==> config.mk <==
export PLATFORM = sky130hd
export DESIGN_NAME = bu_pred
export DESIGN_NICKNAME = d
export VERILOG_FILES = /design/src/rtl/bu_pred.sv
export SDC_FILE = /design/constraint.sdc
export NUM_CORES = 1
export LEC_CHECK = 0
export CAP_MARGIN = 20
export CELL_PAD_IN_SITES_DETAIL_PLACEMENT = 1
export CELL_PAD_IN_SITES_GLOBAL_PLACEMENT = 1
export CORE_ASPECT_RATIO = 0.5
export CORE_UTILIZATION = 43
export CTS_BUF_LIST = sky130_fd_sc_hd__clkbuf_8
export DETAILED_ROUTE_END_ITERATION = 8
export PLACE_DENSITY = 0.9
export SLEW_MARGIN = 20
export SYNTH_ARGS = -nofsm -noshare
export SYNTH_HDL_FRONTEND = slang
export SYNTH_SLANG_ARGS = --single-unit
export TNS_END_PERCENT = 50
==> constraint.sdc <==
create_clock -name i_clk -period 6.6 [get_ports i_clk]
set_clock_uncertainty 0.2 [all_clocks]
set_input_delay 1.65 -clock i_clk [delete_from_list [all_inputs] [get_ports i_clk]]
set_output_delay 1.65 -clock i_clk [all_outputs]
set_load 0.02 [all_outputs]
==> src/rtl/bu_pred.sv <==
// bu_pred: bimodal branch direction predictor with one-cycle registered branch resolve
// Ports: i_clk, i_rst_n (async active-low); predict i_pred_pc -> o_pred_taken (combinational);
// resolve i_res_valid/i_res_pc/i_a/i_b/i_op/i_res_pred/i_flush -> o_res_valid/o_take/o_mispredict (registered).
// Optional macro BU_PRED_STATS_EN adds o_br_cnt/o_mp_cnt saturating resolve and mispredict counters.
package cotm32_pkg;
  localparam int XLEN = 32;
  typedef enum logic [2:0] {
    BU_EQ  = 3'd0,
    BU_NE  = 3'd1,
    BU_LT  = 3'd2,
    BU_GE  = 3'd3,
    BU_LTU = 3'd4,
    BU_GEU = 3'd5
  } bu_op_t;
endpackage

module bu_pred #(
  parameter int XLEN    = cotm32_pkg::XLEN,
  parameter int ENTRIES = 64,
  parameter int CTR_W   = 2
) (
  input  logic               i_clk,
  input  logic               i_rst_n,
  input  logic [XLEN-1:0]    i_pred_pc,
  output logic               o_pred_taken,
  input  logic               i_res_valid,
  input  logic [XLEN-1:0]    i_res_pc,
  input  logic [XLEN-1:0]    i_a,
  input  logic [XLEN-1:0]    i_b,
  input  cotm32_pkg::bu_op_t i_op,
  input  logic               i_res_pred,
  input  logic               i_flush,
  output logic               o_res_valid,
  output logic               o_take,
  output logic               o_mispredict
`ifdef BU_PRED_STATS_EN
  ,
  output logic [31:0]        o_br_cnt,
  output logic [31:0]        o_mp_cnt
`endif
);
  import cotm32_pkg::*;
  localparam int IDX_W = $clog2(ENTRIES);
  localparam logic [CTR_W-1:0] CTR_MAX = '1;
  localparam logic [CTR_W-1:0] CTR_INIT = CTR_W'((1 << (CTR_W - 1)) - 1);
  logic [CTR_W-1:0] ctr_q [ENTRIES];
  logic [CTR_W-1:0] ctr_d [ENTRIES];
  logic [IDX_W-1:0] res_idx;
  logic [CTR_W-1:0] res_ctr;
  logic cond, legal, train;
  logic res_valid_d, res_valid_q, take_d, take_q, mp_d, mp_q;
  logic unused_pc;
  // Untagged table: only the word-index bits of either PC matter.
  assign unused_pc = ^{i_pred_pc[XLEN-1:IDX_W+2], i_pred_pc[1:0], i_res_pc[XLEN-1:IDX_W+2], i_res_pc[1:0]};
  assign o_pred_taken = ctr_q[i_pred_pc[IDX_W+1:2]][CTR_W-1];
  assign res_idx = i_res_pc[IDX_W+1:2];
  assign res_ctr = ctr_q[res_idx];
  assign train = i_res_valid & legal;
  always_comb begin
    legal = 1'b1;
    cond = 1'b0;
    case (i_op)
      BU_EQ:   cond = i_a == i_b;
      BU_NE:   cond = i_a != i_b;
      BU_LT:   cond = $signed(i_a) < $signed(i_b);
      BU_GE:   cond = $signed(i_a) >= $signed(i_b);
      BU_LTU:  cond = i_a < i_b;
      BU_GEU:  cond = i_a >= i_b;
      default: legal = 1'b0;
    endcase
  end
  // Training ignores flush: a flushed branch still resolved architecturally.
  always_comb begin
    ctr_d = ctr_q;
    if (train) ctr_d[res_idx] = cond ? (res_ctr == CTR_MAX ? res_ctr : res_ctr + 1'b1)
                                     : (res_ctr == '0 ? res_ctr : res_ctr - 1'b1);
  end
  assign res_valid_d = i_res_valid & ~i_flush;
  assign take_d = res_valid_d & cond;
  assign mp_d = res_valid_d & (cond ^ i_res_pred);
  always_ff @(posedge i_clk or negedge i_rst_n) begin
    if (!i_rst_n) begin
      for (int i = 0; i < ENTRIES; i++) ctr_q[i] <= CTR_INIT;
      res_valid_q <= 1'b0;
      take_q <= 1'b0;
      mp_q <= 1'b0;
    end else begin
      ctr_q <= ctr_d;
      res_valid_q <= res_valid_d;
      take_q <= take_d;
      mp_q <= mp_d;
    end
  end
  assign o_res_valid = res_valid_q;
  assign o_take = take_q;
  assign o_mispredict = mp_q;
`ifdef BU_PRED_STATS_EN
  logic [31:0] br_cnt_q, br_cnt_d, mp_cnt_q, mp_cnt_d;
  always_comb begin
    br_cnt_d = train && br_cnt_q != '1 ? br_cnt_q + 32'd1 : br_cnt_q;
    mp_cnt_d = train && (cond ^ i_res_pred) && mp_cnt_q != '1 ? mp_cnt_q + 32'd1 : mp_cnt_q;
  end
  always_ff @(posedge i_clk or negedge i_rst_n) begin
    if (!i_rst_n) begin
      br_cnt_q <= '0;
      mp_cnt_q <= '0;
    end else begin
      br_cnt_q <= br_cnt_d;
      mp_cnt_q <= mp_cnt_d;
    end
  end
  assign o_br_cnt = br_cnt_q;
  assign o_mp_cnt = mp_cnt_q;
`endif
endmodule
# Yosys cells after proc, flatten, opt, wreduce, memory -nomap -nowiden
# Index checks and enable logic that the tools add are counted.
# totals
register_bits	131
inputBits	136
out_inout_bits	4
wordCells	110
# op_classes
add_sub_neg	2
magnitude_cmp	7
n_eq_ne	8
mux	14
bitwise	8
reduce_logical	4
# ops
op	count
$bwmux 128	1
$ge 32x32->1	2
$lt 32x32->1	2
$eq 32x32->1	1
$ne 32x32->1	1
$bmux 2 s6	2
$mux 2	8
$ge 7x7->1 const B	2
$not 6->7	2
$demux 2 s6	1
$lt 7x1->1 const B	1
$eq 3x2->1 const B	2
$eq 3x3->1 const B	2
$pmux 1 s6	1
$reduce_or 6->1	1
$and 1x1->1	4
$eq 3x1->1 const B	1
$logic_not 3->1	1
$add 2x1->2 const B	1
$eq 2x2->1 const B	1
$logic_not 2->1	1
$sub 2x1->2 const B	1
$logic_and 1x1->1	1
$mux 1	1
2 further kinds	2

# Logic depth before layout (Yosys ltp)
# logic_depth
word_depth	8
mapped_depth	12
depth_no_buf	9

# Least setup slack after synthesis
# OpenSTA, ideal clock, no wires.
# synth_path
path_type	input to output
startpoint	in i_pred_pc[2]
endpoint	out o_pred_taken
t_arrival_ps	4131
required_time_ps	4750
path_slack_ps	619
cell_stages	5
n_path_buf	2
path_cell_list	clkbuf_1 > buf_1 > mux4_2 > mux4_2 > mux4_2
# synth_via
elab_chain_cells	4
# synth_lines
item	line	source
from (decl)	24	input logic [XLEN-1:0] i_pred_pc,
$not 6->7 (implied by the code)	55	assign o_pred_taken = ctr_q[i_pred_pc[IDX_W+1:2]][CTR_W-1];
$bmux 2 s6	55	
$mux 2 (implied by the code) (2 in a row)	55	
to (decl)	25	output logic o_pred_taken,
# No other way between the ends. The select of a mux whose other input is x is not followed.

# Worst setup path after layout
# Ends and elaborated chain as after synthesis.

==> impl_metrics.json <==
{
  "ant_nets": 0,
  "clock-sinks": 131,
  "wirelength_um": 27100,
  "timing.rr.end": "ctr_q[49]",
  "hpwl_um": 18800,
  "switching_share": 0.319,
  "num_rows": 35,
  "critPathCaptureType": "output pin",
  "internal_power_mw": 1.47,
  "hold_violations": 0,
  "p_per_area_mw_per_mm2": 226,
  "whs_endpoint": "ctr_q[34]",
  "rsz0062_at_grt": "no",
  "dieArea_mm2": 0.0194,
  "syn_area_per_cell_um2": 9.85,
  "final_layout_size_suffix_gt1_frac": 0.179,
  "irDropWorstVdd_mv": 0.119,
  "worst-r2r-cell-count": 8,
  "fin_crit_sh": 0.960,
  "clk_pin_slew_ns": 0.08,
  "cts_tree": "yes",
  "yosysMostFrequentCell": "nand2_1",
  "r2r_setup_slack_ns": 3.18,
  "whs_ns": 0.273,
  "cp.required_ns": 4.75,
  "p_sw_uw": 689,
  "root_buffer": "clkbuf_8",
  "ys.warnings.count": 0,
  "yosysTopAreaCell": "dfstp_2",
  "die_w_um": 196,
  "status": "complete, no violations",
  "drv_slew": 0,
  "start_util": 0.440,
  "slew_headroom": 0.266,
  "gp_congestion": 0.884,
  "post_cts_buffers": 0,
  "synth_cells": 821,
  "synth-seq-area-share": 0.415,
  "post-route-min-period_ns": 6.34,
  "core_area_mm2": 0.0184,
  "grt_overflow": 0,
  "cellLeakagePower_nw": 3.79,
  "antennaDiodeCount": 0,
  "drt-pass1-iter-count": 6,
  "min_from": "ctr_q[34]",
  "htreeDepth": 4,
  "cp-start-kind": "input port",
  "rr_startpoint": "ctr_q[89]",
  "synth_edf_count": 0,
  "grt_max_degree": 72,
  "vias": 7368,
  "ctsResizeCount": 0,
  "finalCoreUtilization": 0.520,
  "min_path_cells": 2,
  "grt_pass1_wl_um": 43600,
  "synth_top_area_share": 0.208,
  "die_h_um": 99.0,
  "tightest_slew_ns": 1.09,
  "synth.distinct_cells": 59,
  "clock.fmax_ghz": 0.158,
  "synth_area_mm2": 0.00809,
  "fin_nets": 1061,
  "drt_iter0_drc": 682,
  "vias_per_cell": 6.43,
  "grt_pass1_vias": 7789,
  "setup_violations": 0,
  "crit_type": "input port to output pin",
  "total_power_mw": 2.16,
  "seqPwrFrac": 0.447,
  "wl_per_cell_um": 23.7,
  "holdBufCountCts": 0,
  "place_area_mm2": 0.00914,
  "synth_ff_type": "dfrtp_1",
  "grt.total_usage": 0.291,
  "crit_fanout": 16,
  "finalSetupTns_ns": 0,
  "ys_top_cells_by_area": "dfstp_2 (21%), dfrtp_1 (21%), o31ai_1 (12%)",
  "cts.path.max_buffers": 2,
  "area_growth_pct": 18.2,
  "io_buffer_count": 87,
  "cts-buffers-inserted": 17,
  "pwr-share-clk": 0.337,
  "arrival_ns": 4.49,
  "top_level_ports": 140,
  "fill_cells": 2042,
  "design_area_mm2": 0.00956,
  "antenna_found_initial": 0,
  "min_path_type": "flip-flop to flip-flop",
  "clk_latency_ns": 0.45,
  "async_flop_share": 1.00,
  "drc": 0,
  "maxCapViolations": 0,
  "synthTopCellsByCount": "nand2_1 (211), o31ai_1 (128), dfrtp_1 (67), dfstp_2 (64), inv_1 (39)",
  "combPwrFrac": 0.216,
  "ys_ff_latch": 131,
  "syn_nets": 989
}
final cells by class:
class	count	area, µm²	share of cell area
clock inverter	15	181	0.0190
multi-input combinational	600	4300	0.450
inverter	39	146	0.0153
clock buffer	17	234	0.0245
tap	240	300	0.0314
sequential	131	3360	0.351
timing repair buffer	104	1040	0.109
cell usage in the layout (no fill, tap or decap), types with 3 or more instances in the layout:
master           Yosys  final
a221oi_1             4      4
clkinv_4             0      5
nand3b_1             4      4
nand3_1              8      8
a22oi_1             10     10
clkdlybuf4s50_1      0     85
dfstp_2             64     64
o211ai_1             5      5
inv_6                0      3
a21oi_1             20     20
nand4_1              8      8
a21o_1               3      3
dfrtp_1             67     67
o21ai_0              9      9
a22o_1               3      3
clkbuf_8             0     17
and2_1               6      6
bufinv_16            0      3
nor2_1              19     18
nand2_1            211    211
mux4_2              30     30
mux2i_1             22     22
or4_1                3      3
and4_1               3      3
nand2b_1             5      5
nor2b_1              9      9
buf_12               0      4
buf_4                4     14
nor3_1               6      6
o31ai_1            128    128
mux2_2               8      8
inv_1               39     40
a211oi_1             5      5
ha_1                32     32
o22ai_1              3      3
a221o_1              3      3
worst max path at each step:
stage                       from      endpoint  slack [ns]  cells past startpoint
finish              i_pred_pc[2]  o_pred_taken        0.26                      6
global route        i_pred_pc[2]  o_pred_taken        0.23                      6
CTS                 i_pred_pc[2]  o_pred_taken        0.28                      6
detailed placement  i_pred_pc[2]  o_pred_taken        0.29                      6
global placement    i_pred_pc[2]  o_pred_taken        0.31                      6
floorplan           i_pred_pc[2]  o_pred_taken        0.62                      5
power groups by stage:
| stage | registers (mW) | logic (mW) | clock network (mW) |
|---|---|---|---|
| floorplan | 0.953 | 0.290 | 0 |
| global placement | 0.966 | 0.432 | 0 |
| detailed placement | 0.975 | 0.457 | 0 |
| CTS | 0.963 | 0.460 | 0.736 |
| global route | 0.972 | 0.502 | 0.767 |
| finish | 0.966 | 0.466 | 0.729 |
layer usage:
metal	share of wire	routed length (µm)	vias to the layer above	global-route usage
li1	-	-	3190	-
met1	0.41	11100	3708	0.371
met2	0.47	12800	383	0.482
met3	0.084	2280	85	0.0619
met4	0.033	904	2	0.132
met5	0.0011	29	-	0
sequential cells by signal, summed over array words and instances (netlist names):
signal,flops
o_mispredict,1
o_take,1
ctr_q,128
o_res_valid,1
critical path: stages:
cell	delay [ns]
clkdlybuf4s50_1	0.51
buf_12	0.20
mux4_2	0.56
mux4_2	0.50
mux4_2	0.51
clkdlybuf4s50_1	0.55
logic make-up after synthesis:
family,Yosys count,synth area share
compound gates,211,0.196
fa+ha+maj,32,0.0495
buf+inv,90,0.0549
flops,131,0.415
mux,61,0.123
simple gates,296,0.161
metrics by stage:
stage,setup WS (ns),instances
finish,0.261,1146
CTS,0.282,1146
detailed placement,0.286,1114
global placement,0.314,1114
floorplan,0.619,821
global route,0.229,1146
(Power assumes the default switching activity.)
